`config.mk`:
```
export PLATFORM = sky130hd
export DESIGN_NAME = pc_redirect_unit_flat
export DESIGN_NICKNAME = d
export VERILOG_FILES = /design/src/rtl/pc_redirect_unit_pkg.sv /design/src/rtl/pc_redirect_unit_if.sv /design/src/rtl/pc_redirect_unit_target_select.sv /design/src/rtl/pc_redirect_unit.sv /design/src/flat_wrapper.sv
export SDC_FILE = /design/constraint.sdc
export NUM_CORES = 1
export LEC_CHECK = 0
export BUFFER_PORTS_ARGS = -buffer_cell sky130_fd_sc_hd__buf_2
export CAP_MARGIN = 20
export CORE_UTILIZATION = 53
export CTS_CLUSTER_DIAMETER = 50
export CTS_CLUSTER_SIZE = 12
export DETAILED_ROUTE_END_ITERATION = 7
export PLACE_DENSITY = 0.84
export SYNTH_ARGS = -nofsm -noshare
export SYNTH_HDL_FRONTEND = slang
export SYNTH_SLANG_ARGS = --single-unit
```
`constraint.sdc`:
```
create_clock -name clk -period 2.35 [get_ports clk]
set_clock_uncertainty 0.1 [all_clocks]
set_input_delay 0.5875 -clock clk [delete_from_list [all_inputs] [get_ports clk]]
set_output_delay 0.5875 -clock clk [all_outputs]
set_load 0.005 [all_outputs]
```
`src/rtl/pc_redirect_unit_pkg.sv`:
```
`default_nettype none
// ============================================================================
//  Module      : pc_redirect_unit_pkg
//  Description : Shared types and constants for the PC redirect unit:
//                redirect-select encodings, FSM state type, datapath width,
//                PC increment and a misalignment helper.
//  Revision    : 1.0 - initial release
// ============================================================================
package pc_redirect_unit_pkg;

  localparam int XLEN = 32;

  // Sequential fetch stride (one 32-bit instruction)
  localparam logic [XLEN-1:0] PC_INC = 32'd4;

  // redirect_sel encodings
  localparam logic [1:0] SEL_BRANCH = 2'b00;
  localparam logic [1:0] SEL_JALR   = 2'b01;
  localparam logic [1:0] SEL_JAL    = 2'b10;
  localparam logic [1:0] SEL_SEQ    = 2'b11;

  typedef enum logic [1:0] {
    ST_BOOT    = 2'd0,
    ST_FETCH   = 2'd1,
    ST_PENDING = 2'd2
  } state_t;

  // Instruction fetch addresses must be word aligned
  function automatic logic is_misaligned(input logic [XLEN-1:0] addr);
    return (addr[1:0] != 2'b00);
  endfunction

endpackage
`default_nettype wire

```
`src/rtl/pc_redirect_unit_if.sv`:
```
`default_nettype none
// ============================================================================
//  Module      : pc_redirect_unit_if
//  Description : Bundle between EX-stage branch/jump resolution, the
//                instruction-memory fetch handshake and the pipeline
//                valid/kill controls.
//                master : environment (drives requests, imem_ready)
//                slave  : pc_redirect_unit (drives PC, imem_valid, controls)
//  Ports       : redirect_sel, flush_IF_ID, flush_ID_EX, stall,
//                branch_target, jalr_target, jal_target, imem_ready (to unit)
//                PC, imem_valid, IF_ID_valid, ID_EX_kill, misaligned_trap,
//                redirect_count (from unit)
//  Revision    : 1.0 - initial release
// ============================================================================
interface pc_redirect_unit_if #(
  parameter int CNT_W = 16
);
  import pc_redirect_unit_pkg::*;

  logic [1:0]      redirect_sel;
  logic            flush_IF_ID;
  logic            flush_ID_EX;
  logic            stall;
  logic [XLEN-1:0] branch_target;
  logic [XLEN-1:0] jalr_target;
  logic [XLEN-1:0] jal_target;
  logic            imem_ready;

  logic [XLEN-1:0] PC;
  logic            imem_valid;
  logic            IF_ID_valid;
  logic            ID_EX_kill;
  logic            misaligned_trap;
  logic [CNT_W-1:0] redirect_count;

  modport master (
    output redirect_sel, flush_IF_ID, flush_ID_EX, stall,
           branch_target, jalr_target, jal_target, imem_ready,
    input  PC, imem_valid, IF_ID_valid, ID_EX_kill, misaligned_trap,
           redirect_count
  );

  modport slave (
    input  redirect_sel, flush_IF_ID, flush_ID_EX, stall,
           branch_target, jalr_target, jal_target, imem_ready,
    output PC, imem_valid, IF_ID_valid, ID_EX_kill, misaligned_trap,
           redirect_count
  );

endinterface
`default_nettype wire

```
`src/rtl/pc_redirect_unit_target_select.sv`:
```
`default_nettype none
// ============================================================================
//  Module      : pc_target_select
//  Description : Combinational redirect-target mux. Masks bit 0 of the JALR
//                target and flags word-misaligned targets.
//  Ports       : redirect_sel, branch_target, jalr_target, jal_target (in)
//                redirect, target, misaligned (out)
//  Revision    : 1.0 - initial release
// ============================================================================
module pc_target_select
  import pc_redirect_unit_pkg::*;
(
  input  logic [1:0]      redirect_sel,
  input  logic [XLEN-1:0] branch_target,
  input  logic [XLEN-1:0] jalr_target,
  input  logic [XLEN-1:0] jal_target,
  output logic            redirect,
  output logic [XLEN-1:0] target,
  output logic            misaligned
);

  // JALR clears the LSB of rs1+imm, so that bit never reaches the PC
  logic w_unused_jalr_lsb;
  assign w_unused_jalr_lsb = jalr_target[0];

  always_comb begin
    redirect = 1'b1;
    target   = branch_target;
    case (redirect_sel)
      SEL_BRANCH: target = branch_target;
      SEL_JALR:   target = {jalr_target[XLEN-1:1], 1'b0};
      SEL_JAL:    target = jal_target;
      default: begin
        redirect = 1'b0;
        target   = branch_target;
      end
    endcase
  end

  assign misaligned = redirect & is_misaligned(target);

endmodule
`default_nettype wire

```
`src/rtl/pc_redirect_unit.sv`:
```
`default_nettype none
// ============================================================================
//  Module      : pc_redirect_unit
//  Description : Owns the program counter and the instruction fetch request.
//                Applies branch/JALR/JAL redirects (with misaligned-target
//                trap), stalls and flushes; holds a redirect in a pending
//                register while the fetch handshake is back-pressured.
//  Ports       : clk      - clock, rising edge
//                reset_n  - asynchronous active-low reset
//                bus      - pc_redirect_unit_if.slave (requests in, PC,
//                           imem_valid, IF_ID_valid, ID_EX_kill,
//                           misaligned_trap, redirect_count out)
//  Revision    : 1.0 - initial release
// ============================================================================
module pc_redirect_unit
  import pc_redirect_unit_pkg::*;
#(
  parameter logic [XLEN-1:0] RESET_VECTOR = 32'h0000_0000,
  parameter logic [XLEN-1:0] TRAP_VECTOR  = 32'h0000_0100,
  parameter int              CNT_W        = 16
) (
  input  logic            clk,
  input  logic            reset_n,
  pc_redirect_unit_if.slave bus
);

  localparam logic [CNT_W-1:0] C_CNT_MAX = {CNT_W{1'b1}};
  localparam logic [CNT_W-1:0] C_CNT_ONE = {{(CNT_W-1){1'b0}}, 1'b1};

  // Registered state
  state_t           r_state;
  logic [XLEN-1:0]  r_pc;
  logic             r_if_id_valid;
  logic             r_id_ex_kill;
  logic             r_trap;
  logic [CNT_W-1:0] r_count;
  logic [XLEN-1:0]  r_pend_target;
  logic             r_pend_trap;

  // Next-state values
  state_t           w_state_nxt;
  logic [XLEN-1:0]  w_pc_nxt;
  logic             w_if_id_valid_nxt;
  logic             w_id_ex_kill_nxt;
  logic             w_trap_nxt;
  logic             w_count_inc;
  logic [XLEN-1:0]  w_pend_target_nxt;
  logic             w_pend_trap_nxt;
  logic             w_imem_valid;

  // Target mux outputs
  logic             w_redirect;
  logic [XLEN-1:0]  w_sel_target;
  logic             w_sel_misaligned;
  logic [XLEN-1:0]  w_eff_target;
  logic [XLEN-1:0]  w_pend_cand;
  logic             w_pend_cand_trap;

  pc_target_select u_target_select (
    .redirect_sel  (bus.redirect_sel),
    .branch_target (bus.branch_target),
    .jalr_target   (bus.jalr_target),
    .jal_target    (bus.jal_target),
    .redirect      (w_redirect),
    .target        (w_sel_target),
    .misaligned    (w_sel_misaligned)
  );

  // A misaligned target is replaced by the trap vector up front, so the
  // pending register always holds the address that will actually be fetched.
  assign w_eff_target = w_sel_misaligned ? TRAP_VECTOR : w_sel_target;

  // In PENDING the youngest redirect wins over the stored one
  assign w_pend_cand      = w_redirect ? w_eff_target     : r_pend_target;
  assign w_pend_cand_trap = w_redirect ? w_sel_misaligned : r_pend_trap;

  always_comb begin
    w_state_nxt       = r_state;
    w_pc_nxt          = r_pc;
    w_if_id_valid_nxt = r_if_id_valid;
    w_id_ex_kill_nxt  = bus.flush_ID_EX | bus.stall;
    w_trap_nxt        = 1'b0;
    w_count_inc       = 1'b0;
    w_pend_target_nxt = r_pend_target;
    w_pend_trap_nxt   = r_pend_trap;
    w_imem_valid      = 1'b0;

    case (r_state)
      ST_BOOT: begin
        w_state_nxt       = ST_FETCH;
        w_if_id_valid_nxt = 1'b0;
        w_id_ex_kill_nxt  = 1'b0;
      end

      ST_FETCH: begin
        w_imem_valid = 1'b1;
        if (w_redirect) begin
          w_if_id_valid_nxt = 1'b0;
          if (bus.imem_ready) begin
            w_pc_nxt    = w_eff_target;
            w_trap_nxt  = w_sel_misaligned;
            w_count_inc = 1'b1;
          end else begin
            // PC must stay stable until the outstanding request is taken
            w_pend_target_nxt = w_eff_target;
            w_pend_trap_nxt   = w_sel_misaligned;
            w_state_nxt       = ST_PENDING;
          end
        end else begin
          // A flush without a redirect still advances the PC normally
          if (bus.imem_ready && !bus.stall) begin
            w_pc_nxt = r_pc + PC_INC;
          end
          if (bus.flush_IF_ID) begin
            w_if_id_valid_nxt = 1'b0;
          end else if (bus.stall) begin
            w_if_id_valid_nxt = r_if_id_valid;
          end else begin
            w_if_id_valid_nxt = bus.imem_ready;
          end
        end
      end

      ST_PENDING: begin
        w_imem_valid      = 1'b1;
        w_if_id_valid_nxt = 1'b0;
        if (bus.imem_ready) begin
          w_pc_nxt    = w_pend_cand;
          w_trap_nxt  = w_pend_cand_trap;
          w_count_inc = 1'b1;
          w_state_nxt = ST_FETCH;
        end else begin
          w_pend_target_nxt = w_pend_cand;
          w_pend_trap_nxt   = w_pend_cand_trap;
        end
      end

      default: begin
        w_state_nxt = ST_BOOT;
      end
    endcase
  end

  always_ff @(posedge clk or negedge reset_n) begin
    if (!reset_n) begin
      r_state       <= ST_BOOT;
      r_pc          <= RESET_VECTOR;
      r_if_id_valid <= 1'b0;
      r_id_ex_kill  <= 1'b0;
      r_trap        <= 1'b0;
      r_count       <= '0;
      r_pend_target <= '0;
      r_pend_trap   <= 1'b0;
    end else begin
      r_state       <= w_state_nxt;
      r_pc          <= w_pc_nxt;
      r_if_id_valid <= w_if_id_valid_nxt;
      r_id_ex_kill  <= w_id_ex_kill_nxt;
      r_trap        <= w_trap_nxt;
      r_pend_target <= w_pend_target_nxt;
      r_pend_trap   <= w_pend_trap_nxt;
      if (w_count_inc && (r_count != C_CNT_MAX)) begin
        r_count <= r_count + C_CNT_ONE;
      end
    end
  end

  assign bus.PC              = r_pc;
  assign bus.imem_valid      = w_imem_valid;
  assign bus.IF_ID_valid     = r_if_id_valid;
  assign bus.ID_EX_kill      = r_id_ex_kill;
  assign bus.misaligned_trap = r_trap;
  assign bus.redirect_count  = r_count;

endmodule
`default_nettype wire

```
`src/flat_wrapper.sv`:
```
// flat-port wrapper written by rule: the top's interface ports become plain ports
module pc_redirect_unit_flat import pc_redirect_unit_pkg::*;
#(
  parameter logic [XLEN-1:0] RESET_VECTOR = 32'h0000_0000,
  parameter logic [XLEN-1:0] TRAP_VECTOR  = 32'h0000_0100,
  parameter int              CNT_W        = 16
)
  (clk, reset_n, bus_redirect_sel, bus_flush_IF_ID, bus_flush_ID_EX, bus_stall, bus_branch_target, bus_jalr_target, bus_jal_target, bus_imem_ready, bus_PC, bus_imem_valid, bus_IF_ID_valid, bus_ID_EX_kill, bus_misaligned_trap, bus_redirect_count);
  pc_redirect_unit_if #(.CNT_W(CNT_W)) bus_i ();
  input  logic clk;
  input  logic reset_n;
  input wire logic [$bits(bus_i.redirect_sel)-1:0] bus_redirect_sel;
  input wire logic [$bits(bus_i.flush_IF_ID)-1:0] bus_flush_IF_ID;
  input wire logic [$bits(bus_i.flush_ID_EX)-1:0] bus_flush_ID_EX;
  input wire logic [$bits(bus_i.stall)-1:0] bus_stall;
  input wire logic [$bits(bus_i.branch_target)-1:0] bus_branch_target;
  input wire logic [$bits(bus_i.jalr_target)-1:0] bus_jalr_target;
  input wire logic [$bits(bus_i.jal_target)-1:0] bus_jal_target;
  input wire logic [$bits(bus_i.imem_ready)-1:0] bus_imem_ready;
  output wire logic [$bits(bus_i.PC)-1:0] bus_PC;
  output wire logic [$bits(bus_i.imem_valid)-1:0] bus_imem_valid;
  output wire logic [$bits(bus_i.IF_ID_valid)-1:0] bus_IF_ID_valid;
  output wire logic [$bits(bus_i.ID_EX_kill)-1:0] bus_ID_EX_kill;
  output wire logic [$bits(bus_i.misaligned_trap)-1:0] bus_misaligned_trap;
  output wire logic [$bits(bus_i.redirect_count)-1:0] bus_redirect_count;
  assign bus_i.redirect_sel = bus_redirect_sel;
  assign bus_i.flush_IF_ID = bus_flush_IF_ID;
  assign bus_i.flush_ID_EX = bus_flush_ID_EX;
  assign bus_i.stall = bus_stall;
  assign bus_i.branch_target = bus_branch_target;
  assign bus_i.jalr_target = bus_jalr_target;
  assign bus_i.jal_target = bus_jal_target;
  assign bus_i.imem_ready = bus_imem_ready;
  assign bus_PC = bus_i.PC;
  assign bus_imem_valid = bus_i.imem_valid;
  assign bus_IF_ID_valid = bus_i.IF_ID_valid;
  assign bus_ID_EX_kill = bus_i.ID_EX_kill;
  assign bus_misaligned_trap = bus_i.misaligned_trap;
  assign bus_redirect_count = bus_i.redirect_count;
  pc_redirect_unit #(.RESET_VECTOR(RESET_VECTOR), .TRAP_VECTOR(TRAP_VECTOR), .CNT_W(CNT_W)) u_core (.clk(clk), .reset_n(reset_n), .bus(bus_i));
endmodule
```
=== After elaboration in Yosys (flattened, before gate mapping) ===
Cells that the tools add are included.

* Input port bits: 104
* Output and inout port bits: 52
* Logic and storage cells: 74
* Register bits: 86

* Eq/ne operators: 12
* Add/sub/neg operators: 2
* Bitwise logic cells: 2
* Muxes and demuxes: 35
* Reduce and logical (&&, ||, !) cells: 15

{| class="wikitable"
|+ Operator list
! kind !! count
|-
| 32-bit 2-to-1 mux || 9
|-
| 32-bit one-hot mux with 2 select lines || 3
|-
| 32-bit by 3-bit adder with 32-bit output (second input constant) || 1
|-
| 16-bit by 1-bit adder with 16-bit output (second input constant) || 1
|-
| 16-bit != test (second input constant) || 1
|-
| 1-bit 2-to-1 mux || 15
|-
| 2-bit != test (second input constant) || 4
|-
| 1-bit one-hot mux with 2 select lines || 4
|-
| 4-bit AND reduction || 2
|-
| 2-bit 2-to-1 mux || 3
|-
| 2-bit one-hot mux with 3 select lines || 1
|-
| 2-bit nonzero test || 3
|-
| 2-bit by 1-bit == test with 1-bit output (second input constant) || 2
|-
| 2-bit == test (second input constant) || 2
|-
| 2-bit zero test || 2
|-
| 4-bit != test (second input constant) || 1
|-
| 2-bit OR reduction || 2
|-
| 3-bit by 2-bit != test with 1-bit output (second input constant) || 1
|-
| 3-bit != test (second input constant) || 1
|-
| 3-bit AND reduction || 1
|-
| 3-bit OR reduction || 1
|-
| 1-bit logical AND || 2
|-
| 2-bit AND reduction || 1
|-
| 1-bit bitwise AND || 1
|-
| other kinds (2) || 2
|}

=== Depth between registers and ports, before layout ===
Gate-level depths: netlist of the first run.

* Depth in word-level cells: 8
* Depth in mapped cells: 9
* Depth with buffers taken out: 7

=== Cells and area by module ===
A second synthesis of the first run with hierarchy kept.

* Cell total of the unflattened synthesis: 660
* Area, all modules: 5382.7 um^2

{| class="wikitable"
|+ By module, submodules not included
! module !! area each (um^2) !! cells each !! times used !! sequential area each (um^2)
|-
| pc_redirect_unit || 4667.0 || 540 || 1 || 2152.1
|-
| pc_target_select || 715.7 || 120 || 1 || 0.0
|}

=== Worst setup path after synthesis of the first run ===
Ideal clock, no wire load.

* Path type: in2reg
* Start point: input port bus_redirect_sel[0]
* End point: register u_core.r_count[14], in the netlist u_core.bus.redirect_count[14]
* Cell stages on the path: 7
* Library setup time: 0.128 ns
* Arrival time: 2.148 ns
* Buffers on the path: 1
* Slack: -0.025 ns
* Data required time: 2.122 ns
* Path through: ha_1 -> clkbuf_1 -> nand2b_1 -> a21o_1 -> or4_4 -> nor3_2 -> mux2_1

* Cells in the longest elaborated chain, start to end: 6
* Elaborated cells on any way between the ends: 8
* Those cells by class: eq/ne: 2; mux: 3; reduce/logical: 3

{| class="wikitable"
|+ Ends and longest elaborated chain
! what !! RTL line !! text
|-
| start, declared || flat_wrapper.sv:12 || <nowiki>input wire logic [$bits(bus_i.redirect_sel)-1:0] bus_redirect_sel;</nowiki>
|-
| 2-bit == test (tied with other cells) || pc_redirect_unit_target_select.sv:29 || <nowiki>case (redirect_sel)</nowiki>
|-
| 3-bit OR reduction (no source line) (*) || -- ||
|-
| 1-bit 2-to-1 mux (*) || pc_redirect_unit_target_select.sv:29 ||
|-
| 1-bit 2-to-1 mux (*) || pc_redirect_unit.sv:97 || <nowiki>if (w_redirect) begin</nowiki>
|-
| 1-bit one-hot mux with 2 select lines (*) || pc_redirect_unit.sv:88 || <nowiki>case (r_state)</nowiki>
|-
| 1-bit logical AND (*) || pc_redirect_unit.sv:162 || <nowiki>if (w_count_inc && (r_count != C_CNT_MAX)) begin</nowiki>
|-
| end signal, assigned || pc_redirect_unit.sv:163 || <nowiki>r_count <= r_count + C_CNT_ONE;</nowiki>
|-
| end, declared || pc_redirect_unit.sv:36 || <nowiki>logic [CNT_W-1:0] r_count;</nowiki>
|}

Mark *: on every way between the ends. The rest lies on a longest branch, timed or not.
A chain may end at the register's enable or synchronous reset.

=== Final worst setup path of the first run ===
* Start point: input port bus_redirect_sel[0]
* End point: register u_core.r_pc[20], in the netlist u_core.bus.PC[20]

* Cells in the longest elaborated chain, start to end: 8
* Elaborated cells on any way between the ends: 17
* Those cells by class: eq/ne: 4; mux: 8; bitwise: 1; reduce/logical: 4

{| class="wikitable"
|+ Ends and longest elaborated chain
! what !! RTL line !! text
|-
| 2-bit == test (tied with other cells) || pc_redirect_unit_target_select.sv:29 ||
|-
| 32-bit one-hot mux with 2 select lines or 3-bit OR reduction (tied branches) || -- ||
|-
| 2-bit nonzero test or 1-bit 2-to-1 mux (tied branches) || pc_redirect_unit_pkg.sv:30, pc_redirect_unit_target_select.sv:29 ||
|-
| 1-bit bitwise AND || pc_redirect_unit_target_select.sv:40 || <nowiki>assign misaligned = redirect & is_misaligned(target);</nowiki>
|-
| 32-bit 2-to-1 mux || pc_redirect_unit.sv:71 || <nowiki>assign w_eff_target = w_sel_misaligned ? TRAP_VECTOR : w_sel_target;</nowiki>
|-
| 32-bit 2-to-1 mux (on tied branches) || pc_redirect_unit.sv:74, pc_redirect_unit.sv:99 ||
|-
| 32-bit 2-to-1 mux (on tied branches) || pc_redirect_unit.sv:127, pc_redirect_unit.sv:97 ||
|-
| 32-bit one-hot mux with 2 select lines || pc_redirect_unit.sv:88 ||
|-
| end signal, assigned || pc_redirect_unit.sv:156 || <nowiki>r_pc <= w_pc_nxt;</nowiki>
|-
| end, declared || pc_redirect_unit.sv:32 || <nowiki>logic [XLEN-1:0] r_pc;</nowiki>
|}

Parallel ways exist; a longest one is shown, timed or not. The select of a mux whose other input is x is not followed.

==> flow_summary.toml, run 1 <==
[detailed_routing]
post-route-drc-count = 0
postRouteAntennaNets = 0
drt_iter0_markers = 698
route.final.wire_length_um = 17250
vias = 5963
post_dr_vias_cell = 6.323
avgRoutedWirePerCell_um = 18.29
number_of_iterations_in_the_first_detailed_routing_pass = 5

[place]
portBuffers = 154
place_hpwl_um = 12880
finalWeightedCongestion = 0.9589
dpl-instance-area_mm2 = 0.006741

[die]
starting_density_pct = 55.07
fp.dieW_um = 103.0
rows = 36
die_area_mm2 = 0.01061
standard_cell_core_area_mm2 = 0.009819
design.portCount = 156
die-height_um = 103.0

[global_routing]
wire_length_of_the_first_global_routing_pass_um = 27220
pin_count_of_the_biggest_net_entering_global_routing = 38
global_route.overflow_total = 0
grt_use_total_pct = 33.47
grt_antenna_before_repair = 0
via_count_of_the_first_global_routing_pass = 5447

[power_and_ir_drop]
totalPowerFinal_w = 0.006860
netSwitchingFraction_pct = 42.05
intPower_w = 0.003975
net_switching_w = 0.002885
power.density_mw_per_mm2 = 981.2
share_clk_of_total_power_pct = 15.7
power_leakage_nw = 3.301
ir_drop_v = 0.0006328
share_seq_of_total_power_pct = 37.8
pwr-share-comb_pct = 46.5

[yosys]
yosys_warnings = 0
synth.ff_latch_count = 86
synth_top_cells_by_area = "sky130_fd_sc_hd__dfrtp_1 (40%), sky130_fd_sc_hd__o21ai_0 (5.4%), sky130_fd_sc_hd__nand2_1 (5.2%), sky130_fd_sc_hd__a22o_1 (4.5%), sky130_fd_sc_hd__a21oi_1 (4.0%)"
yosysUniqueCellTypes = 66
synth_seq_area_share_pct = 39.80
synth.net_count = 728
synthesized_cell_area_mm2 = 0.005408
netlist.area_leader.share_pct = 39.80
most_instantiated_flip_flop_cell_in_the_synthesis_netlist = "sky130_fd_sc_hd__dfrtp_1"
synth_edf_count = 0
mapped_cells = 615
synth.largest_area_cell = "sky130_fd_sc_hd__dfrtp_1"
ys_async_rst_share_pct = 100.0
post_synth.cell_area_avg_um2 = 8.793

[timing]
worst_slew_pin_slew_ns = 0.8174
finalHoldViolations = 0
finalSetupViolations = 0
final.setup.tns_ns = 0
min_period_over_period_pct = 98.18
whs_ns = 0.03140
period_minus_slack_ns = 2.307
max-slew-margin-rel_pct = 44.81
slew_viol_final = 0
fmax_mhz = 433.4

[final_layout]
areaGrowthSynthToFinish_pct = 29.29
finalNetCount = 918
final_cell_area_mm2 = 0.006992
mostFrequentLayoutCell = "sky130_fd_sc_hd__buf_2"
final_cell_mix = "sky130_fd_sc_hd__buf_2 (153), sky130_fd_sc_hd__dfrtp_1 (86), sky130_fd_sc_hd__nand2_1 (75)"
fill_cells = 762
finalCoreUtilization_pct = 71.20
n_antenna_cell = 0
drive_above_1_share_pct = 32.35

[cts]
clk_root_buffer_cell = "sky130_fd_sc_hd__clkbuf_8"
cts_max_path_buffers = 2
cts-hold-fix-buffers = 0
tritoncts = "built"
clk_transition_reported_paths_ns = 0.09
clock-sinks = 86
numCtsBuffers = 9
cts-htree-levels = 3
clock_insertion_delay_worst_skew_ns = 0.36

[worst_setup_path]
timing.setup.critical_path_class = "in -> reg"
arrival_ns = 2.50
crit_path_end_kind = "register"
critPathLaunchType = "input pin"
critPathRequiredTime_ns = 2.54
crit_fanout = 4
reg2reg_depth = 7

[min_path]
hold_path.class = "in -> async"

[flow_run]
max_capacitance_violation_count = 0

[status]
outcome = "completed"
synthesized netlist by cell type, drive strengths merged (2+ instances only):
| cell | instances |
|---|---|
| nand3b | 2 |
| o31a | 2 |
| a22oi | 13 |
| o311ai | 2 |
| a221oi | 17 |
| nand2b | 6 |
| a22o | 28 |
| a211oi | 3 |
| a32oi | 2 |
| nor3b | 5 |
| o2bb2ai | 3 |
| o211ai | 10 |
| a2bb2oi | 5 |
| nand4 | 14 |
| and2 | 5 |
| nor3 | 8 |
| a21o | 2 |
| a21oi | 44 |
| nor4 | 8 |
| a31oi | 11 |
| nor4b | 2 |
| xor2 | 7 |
| o31ai | 4 |
| nand2 | 75 |
| buf | 18 |
| mux2 | 4 |
| or4 | 2 |
| o21ai | 63 |
| and3 | 3 |
| xnor2 | 9 |
| dfrtp | 86 |
| o22ai | 4 |
| nand3 | 19 |
| a221o | 11 |
| mux2i | 2 |
| nor2b | 4 |
| o21a | 3 |
| nor2 | 32 |
| ha | 9 |
| or3 | 3 |
| inv | 24 |
| clkbuf | 27 |
| and4 | 3 |
power groups by stage:
| stage | logic (W) | clock network [W] | registers [W] |
|---|---|---|---|
| detailed placement | 0.00307 | 0 | 0.00259 |
| global placement | 0.00296 | 0 | 0.00254 |
| floorplan | 0.00180 | 0 | 0.00246 |
| finish | 0.00319 | 0.00107 | 0.00259 |
| CTS | 0.00311 | 0.00108 | 0.00256 |
| global route | 0.00348 | 0.00114 | 0.00266 |
through the flow:
step                worst slack [ns]  cells
floorplan                    0.02256    615
global placement             -0.2594    925
detailed placement           -0.3227    925
CTS                         0.003857    941
global route                -0.01381    943
finish                       0.04281    943
layer usage:
layer | GRT usage, % | wire, µm
met1 | 45.62 | 6921
met4 | 12.24 | 513
met3 | 5.763 | 1744
met5 | 0 | 0
met2 | 53.74 | 8070
registers in the layout (all words and copies together) (netlist names):
name / cells
u_core.r_pend_target: 32
u_core.r_pend_trap: 1
u_core.bus.redirect_count: 16
u_core.bus.PC: 32
u_core.r_state: 2
u_core.bus.ID_EX_kill: 1
u_core.bus.IF_ID_valid: 1
u_core.bus.misaligned_trap: 1
worst max-delay path, stage by stage:
cell,delay [ns]
sky130_fd_sc_hd__buf_2,0.10
sky130_fd_sc_hd__buf_4,0.13
sky130_fd_sc_hd__ha_1,0.21
sky130_fd_sc_hd__a21oi_1,0.20
sky130_fd_sc_hd__a2bb2oi_1,0.09
sky130_fd_sc_hd__buf_4,0.15
sky130_fd_sc_hd__o311ai_0,0.72
sky130_fd_sc_hd__o21ai_0,0.20
sky130_fd_sc_hd__o21ai_0,0.10
path summary, 6_finish.rpt:
path	endpoint	from	slack, ns
max reg2reg	u_core.bus.redirect_count[14]	u_core.r_state[1]	0.10
max	u_core.bus.PC[20]	bus_redirect_sel[0]	0.04
max in group asynchronous	u_core.r_state[0]	reset_n	1.47
min reg2reg	u_core.r_pend_trap	u_core.r_pend_trap	0.40
min in group clk	u_core.bus.ID_EX_kill	bus_flush_ID_EX	0.36
min	u_core.bus.PC[16]	reset_n	0.03
final cells by class:
type / count / area [µm²] / share of cell area [%]
clock buffers: 11 / 141.4 / 2.022
multi-input cells: 460 / 3022 / 43.22
well taps: 133 / 166.4 / 2.380
inverters: 24 / 90.09 / 1.288
clock inverters: 5 / 58.81 / 0.8411
flip-flops and latches: 86 / 2152 / 30.78
repair buffers: 224 / 1361 / 19.47
kinds of logic after synthesis:
logic type	synth area share, %
AOI/OAI and AO/OA	29.50
and+or+nand+nor	19.64
DFF	39.80
buffers and inverters	5.183
xor gates and xnor gates	2.591
adders and majority gates	2.082
muxes	1.203
timing repair:
item / CTS / global route
buffers inserted: 0 / 2
gates resized for setup: 0 / 6
endpoints found under the setup margin: 0 / 10
Note: power is estimated with default switching activity, not from simulation.
==> inputs of run 2 (changes only) <==
--- a/config.mk
+++ b/config.mk
@@ -5,13 +5,14 @@
 export SDC_FILE = /design/constraint.sdc
 export NUM_CORES = 1
 export LEC_CHECK = 0
+export ABC_AREA = 1
 export BUFFER_PORTS_ARGS = -buffer_cell sky130_fd_sc_hd__buf_2
 export CAP_MARGIN = 20
-export CORE_UTILIZATION = 53
+export CORE_UTILIZATION = 54
 export CTS_CLUSTER_DIAMETER = 50
 export CTS_CLUSTER_SIZE = 12
 export DETAILED_ROUTE_END_ITERATION = 7
-export PLACE_DENSITY = 0.84
+export PLACE_DENSITY = 0.85
 export SYNTH_ARGS = -nofsm -noshare
 export SYNTH_HDL_FRONTEND = slang
 export SYNTH_SLANG_ARGS = --single-unit
==> flow_summary.toml, run 2 <==
[timing]
final.setup.tns_ns = 0
max-slew-margin-rel_pct = 68.45
worst_slew_pin_slew_ns = 0.4732
period_minus_slack_ns = 2.137
rsz_0062_raised_after_global_routing = "no"
post_layout_worst_setup_margin_ns = 0.2132
slew_viol_final = 0
finalHoldViolations = 0
fmax_mhz = 468.0
finalSetupViolations = 0
min_period_over_period_pct = 90.93

[yosys]
yosysUniqueCellTypes = 38
synth.largest_area_cell = "sky130_fd_sc_hd__dfrtp_1"
synthesized_cell_area_mm2 = 0.005712
mapped_cells = 856
netlist.area_leader.share_pct = 37.68
ys_async_rst_share_pct = 100.0
yosys.cell_count.top_type = "sky130_fd_sc_hd__nand2_1"
synth.net_count = 969
most_instantiated_flip_flop_cell_in_the_synthesis_netlist = "sky130_fd_sc_hd__dfrtp_1"
synth_top_cells_by_area = "sky130_fd_sc_hd__dfrtp_1 (38%), sky130_fd_sc_hd__nand2_1 (19%), sky130_fd_sc_hd__nor2_1 (7.8%), sky130_fd_sc_hd__a21oi_1 (5.8%), sky130_fd_sc_hd__nand3_1 (4.6%)"
ys_top_cells_by_count = "sky130_fd_sc_hd__nand2_1 (282), sky130_fd_sc_hd__nor2_1 (118), sky130_fd_sc_hd__dfrtp_1 (86)"
synth_edf_count = 0
post_synth.cell_area_avg_um2 = 6.673
yosys_warnings = 0
synth_seq_area_share_pct = 37.68
synth.ff_latch_count = 86

[cts]
cts-htree-levels = 3
tritoncts = "built"
cts_max_path_buffers = 2
cts-hold-fix-buffers = 0
clk_transition_reported_paths_ns = 0.10
clock-sinks = 86
ctsResizeCount = 0
cts.repair_timing.setup_buffer_count = 0
numCtsBuffers = 9
clk_root_buffer_cell = "sky130_fd_sc_hd__clkbuf_8"
clock_insertion_delay_worst_skew_ns = 0.35

[worst_setup_path]
arrival_ns = 2.33
critPathLaunchType = "input pin"
worst_path_largest_cell_delay_ns = 0.29
worst_path_dominant_cell_family = "simple AND/OR/NAND/NOR gates"
cp_common_cell = "sky130_fd_sc_hd__nand2_1"
timing.critical_path.buf_inv = 6
critPathRequiredTime_ns = 2.54
timing.setup.critical_path_class = "in -> reg"
flop_to_flop_setup_slack_ns = 0.26
critPathSlowestCell = "sky130_fd_sc_hd__ha_1"
crit_path_end_kind = "register"
worstPathCellList = "buf_2, inv_1, ha_1, inv_2, or2_0, nand2_1, nand2_1, nand2_2, inv_2, a21oi_1, buf_4, nand2_1, nand3_1, o21ai_1, inv_1"
crit_fanout = 7

[detailed_routing]
route.final.wire_length_um = 16910
number_of_iterations_in_the_first_detailed_routing_pass = 5
route.met3.wl_um = 1472
post-route-drc-count = 0
vias = 6377
avgRoutedWirePerCell_um = 14.31
met2_length_um = 7750
met1_length_um = 7492
drt_iter0_markers = 483
routed.top_layer = "met4"
postRouteAntennaNets = 0
post_dr_vias_cell = 5.400

[place]
portBuffers = 154
placement_stage_worst_setup_slack_ns = -0.1651
finalWeightedCongestion = 0.9115
place.detailed.instances = 1164
place_hpwl_um = 13020

[final_layout]
stdcell_count = 1181
final_cell_mix = "sky130_fd_sc_hd__nand2_1 (282), sky130_fd_sc_hd__buf_2 (153), sky130_fd_sc_hd__nor2_1 (115)"
multiInputGateArea_mm2 = 0.003122
drive_above_1_share_pct = 22.89
fill_cells = 880
finalNetCount = 1152
mostFrequentLayoutCell = "sky130_fd_sc_hd__nand2_1"
seqCellArea_mm2 = 0.002152
areaGrowthSynthToFinish_pct = 25.96

[power_and_ir_drop]
totalPowerFinal_w = 0.007816
ir_drop_v = 0.0005112
power_leakage_nw = 3.766
power.density_mw_per_mm2 = 1086

[min_path]
hold_path.class = "in -> async"

[die]
starting_density_pct = 55.58
rows = 37
die_area_mm2 = 0.01099
standard_cell_core_area_mm2 = 0.01028
fp.dieW_um = 104.8
die-height_um = 104.8
design.portCount = 156

[global_routing]
wire_length_of_the_first_global_routing_pass_um = 27690
via_count_of_the_first_global_routing_pass = 5785
global_route.overflow_total = 0
pin_count_of_the_biggest_net_entering_global_routing = 87
grt_use_total_pct = 31.55
grt_antenna_before_repair = 1

[status]
outcome = "completed"

[flow_run]
max_capacitance_violation_count = 0
-- run 2: cells by family after synthesis --
logic type               after synthesis  share of synthesized area [%]
AO/OA/AOI/OAI                        144                          14.94
XOR/XNOR                              18                          2.760
adder cells (fa/ha/maj)                9                          1.972
buffers and inverters                110                          7.842
flip-flops                            86                          37.68
multiplexers                           1                         0.1753
AND/OR/NAND/NOR                      488                          34.63
-- run 2: path summary, 6_finish.rpt --
| check | from | to | cells past startpoint |
|---|---|---|---|
| max | bus_redirect_sel[0] | u_core.bus.PC[7] | 15 |
| min | reset_n | u_core.bus.PC[28] | 2 |
| max reg2reg | u_core.r_state[1] | u_core.bus.redirect_count[11] | 10 |
| min reg2reg | u_core.r_pend_target[8] | u_core.r_pend_target[8] | 2 |
| max in group asynchronous | reset_n | u_core.r_pend_target[14] | 2 |
| min in group clk | bus_flush_ID_EX | u_core.bus.ID_EX_kill | 3 |
-- run 2: layer usage --
metal,GRT usage (%),vias to the layer above
li1,-,3144
met1,44.91,2891
met2,49.29,325
met3,5.802,17
met4,8.652,0
met5,0,-
-- run 2: worst register-to-register path, stage by stage (launching register included) --
cell                       delay (ns)
sky130_fd_sc_hd__dfrtp_1         0.42
sky130_fd_sc_hd__inv_1           0.10
sky130_fd_sc_hd__ha_1            0.25
sky130_fd_sc_hd__nand2_1         0.11
sky130_fd_sc_hd__nor2_1          0.13
sky130_fd_sc_hd__o21ai_1         0.09
sky130_fd_sc_hd__inv_1           0.06
sky130_fd_sc_hd__nand2_1         0.19
sky130_fd_sc_hd__nor2_1          0.25
sky130_fd_sc_hd__nand3b_1        0.12
sky130_fd_sc_hd__xor2_1          0.16
-- run 2: area by class of cell --
type | count | area share [%]
flip-flops and latches | 86 | 29.91
multi-input cells | 660 | 43.39
clock buffers | 13 | 2.209
well taps | 136 | 2.365
diodes | 1 | 0.03478
repair buffers | 211 | 17.74
clock inverters | 3 | 0.5913
inverters | 71 | 3.757
-- run 2: power breakdown --
part,switching [W],internal (W)
combinational,0.00229,0.00175
clock,0.000535,0.000550
sequential,0.000576,0.00212
-- run 2: through the flow --
stage / hold WS [ns] / area (µm²) / util (%)
after detailed placement: 0.3720 / 6979 / 67.91
after global routing: 0.1902 / 7194 / 70.00
after floorplan: 0.1919 / 5712 / -
after global placement: 0.3647 / 6979 / 67.91
final: 0.1533 / 7194 / 70.00
after CTS: 0.1850 / 7181 / 69.87
==> inputs of run 3 (changes only) <==
==> constraint.sdc (replaced) <==
create_clock -name clk -period 2.4 [get_ports clk]
set_clock_uncertainty 0.1 [all_clocks]
set_input_delay 0.6 -clock clk [delete_from_list [all_inputs] [get_ports clk]]
set_output_delay 0.6 -clock clk [all_outputs]
set_load 0.005 [all_outputs]
==> flow_summary.toml, run 3 (synthesis results as in run 2) <==
[cts]
cts-htree-levels = 3
clock_insertion_delay_worst_skew_ns = 0.37
clk_transition_reported_paths_ns = 0.10
clk_root_buffer_cell = "sky130_fd_sc_hd__clkbuf_8"
cts-hold-fix-buffers = 0
cts.repair_timing.setup_buffer_count = 0
clock-sinks = 86
ctsResizeCount = 0
tritoncts = "built"
numCtsBuffers = 9
cts_max_path_buffers = 2

[worst_setup_path]
setup.worst_path.start = "bus_redirect_sel[0]"
critPathLaunchType = "input pin"
critPathRequiredTime_ns = 2.58
crit-reg2reg-launch = "u_core.bus.PC[2]"
crit_fanout = 17
crit_path_end_kind = "register"
timing.setup.critical_path_class = "in -> reg"
arrival_ns = 2.39

[detailed_routing]
post-route-drc-count = 2
avgRoutedWirePerCell_um = 14.17
drt_iter0_markers = 495
vias = 6404
number_of_iterations_in_the_first_detailed_routing_pass = 8
postRouteAntennaNets = 0
route.final.wire_length_um = 16760
post_dr_vias_cell = 5.413

[timing]
slew_viol_final = 0
min_period_over_period_pct = 91.94
post_layout_worst_setup_margin_ns = 0.1934
period_minus_slack_ns = 2.207
max-slew-margin-rel_pct = 65.58
finalSetupViolations = 0
rsz_0062_raised_after_global_routing = "no"
fmax_mhz = 453.2
worst_slew_pin_slew_ns = 0.5163
final.setup.tns_ns = 0
finalHoldViolations = 0

[power_and_ir_drop]
power.density_mw_per_mm2 = 1073
ir_drop_v = 0.0005945
totalPowerFinal_w = 0.007727
power_leakage_nw = 3.783

[global_routing]
global_route.overflow_total = 0
wire_length_of_the_first_global_routing_pass_um = 28150
pin_count_of_the_biggest_net_entering_global_routing = 40
via_count_of_the_first_global_routing_pass = 5909
grt_antenna_before_repair = 1
grt_use_total_pct = 32.05

[final_layout]
stdcell_count = 1183
mostFrequentLayoutCell = "sky130_fd_sc_hd__nand2_1"
fill_cells = 910
areaGrowthSynthToFinish_pct = 26.11
final_cell_area_mm2 = 0.007203
finalNetCount = 1154
drive_above_1_share_pct = 22.85
final_cell_mix = "sky130_fd_sc_hd__nand2_1 (282), sky130_fd_sc_hd__buf_2 (153), sky130_fd_sc_hd__nor2_1 (117)"

[place]
portBuffers = 154
place.detailed.instances = 1166
dpl-instance-area_mm2 = 0.006969
place_hpwl_um = 12950
placement_stage_worst_setup_slack_ns = -0.1552
finalWeightedCongestion = 0.9042

[min_path]
hold_path.class = "in -> async"

[status]
failing_checks = "design-rule violations"
outcome = "finished with violations"

[die]
starting_density_pct = 55.58
design.portCount = 156
die-height_um = 104.8
die_area_mm2 = 0.01099
rows = 37
standard_cell_core_area_mm2 = 0.01028
fp.dieW_um = 104.8

[flow_run]
max_capacitance_violation_count = 0
## run 3: cell types whose count changed in the layout (fill, tap and decap cells not counted), sizes merged
cell	change
inv	+1
buf	+2
clkinv	+2
clkbuf	-3
bufinv	+1
clkinvlp	-1
## run 3: worst paths after layout
kind                                                 end  slack (ns)  depth (start not counted)
setup / recovery                       u_core.bus.PC[28]        0.19                         10
hold / removal             u_core.bus.redirect_count[14]        0.09                          1
setup reg to reg                       u_core.bus.PC[18]        0.27                         10
hold reg to reg                  u_core.r_pend_target[8]        0.39                          2
max in group asynchronous               u_core.bus.PC[9]        1.50                          2
min in group clk                   u_core.bus.ID_EX_kill        0.36                          3
## run 3: where the power goes
group	switching (W)	internal (W)
clock	0.000571	0.000622
sequential	0.000568	0.00207
combinational	0.00224	0.00166
total	0.00338	0.00435
## run 3: worst max-delay path, stage by stage
cell                       delay, ns
sky130_fd_sc_hd__buf_2          0.09
sky130_fd_sc_hd__buf_4          0.10
sky130_fd_sc_hd__ha_1           0.26
sky130_fd_sc_hd__clkinv_1       0.31
sky130_fd_sc_hd__nand3_1        0.22
sky130_fd_sc_hd__nand3_2        0.16
sky130_fd_sc_hd__inv_2          0.18
sky130_fd_sc_hd__buf_4          0.25
sky130_fd_sc_hd__nor2_1         0.06
sky130_fd_sc_hd__a21oi_1        0.14
## run 3: final cells by class
| class | instances | area, µm² | share of cell area [%] |
|---|---|---|---|
| Multi-Input combinational cell | 660 | 3114 | 43.23 |
| Sequential cell | 86 | 2152 | 29.88 |
| Timing Repair Buffer | 213 | 1266 | 17.58 |
| Inverter | 71 | 266.5 | 3.700 |
| Tap cell | 136 | 170.2 | 2.362 |
| Clock buffer | 10 | 137.6 | 1.911 |
| Clock inverter | 6 | 93.84 | 1.303 |
| Antenna cell | 1 | 2.502 | 0.03474 |
## run 3: stage by stage
step,utilization [%],hold WS [ns]
after floorplan,-,0.2044
after global placement,67.81,0.3707
after detailed placement,67.81,0.3732
after CTS,70.06,0.1033
after global routing,70.09,0.1206
final,70.09,0.09059
## run 3: metal layers
layer / vias to the layer above / GRT usage (%) / part of all wire, %
met5: - / 0 / 0
met4: 0 / 9.155 / 1.1
met3: 18 / 5.552 / 9.1
met2: 337 / 49.72 / 46
met1: 2905 / 46.02 / 44
li1: 3144 / - / -
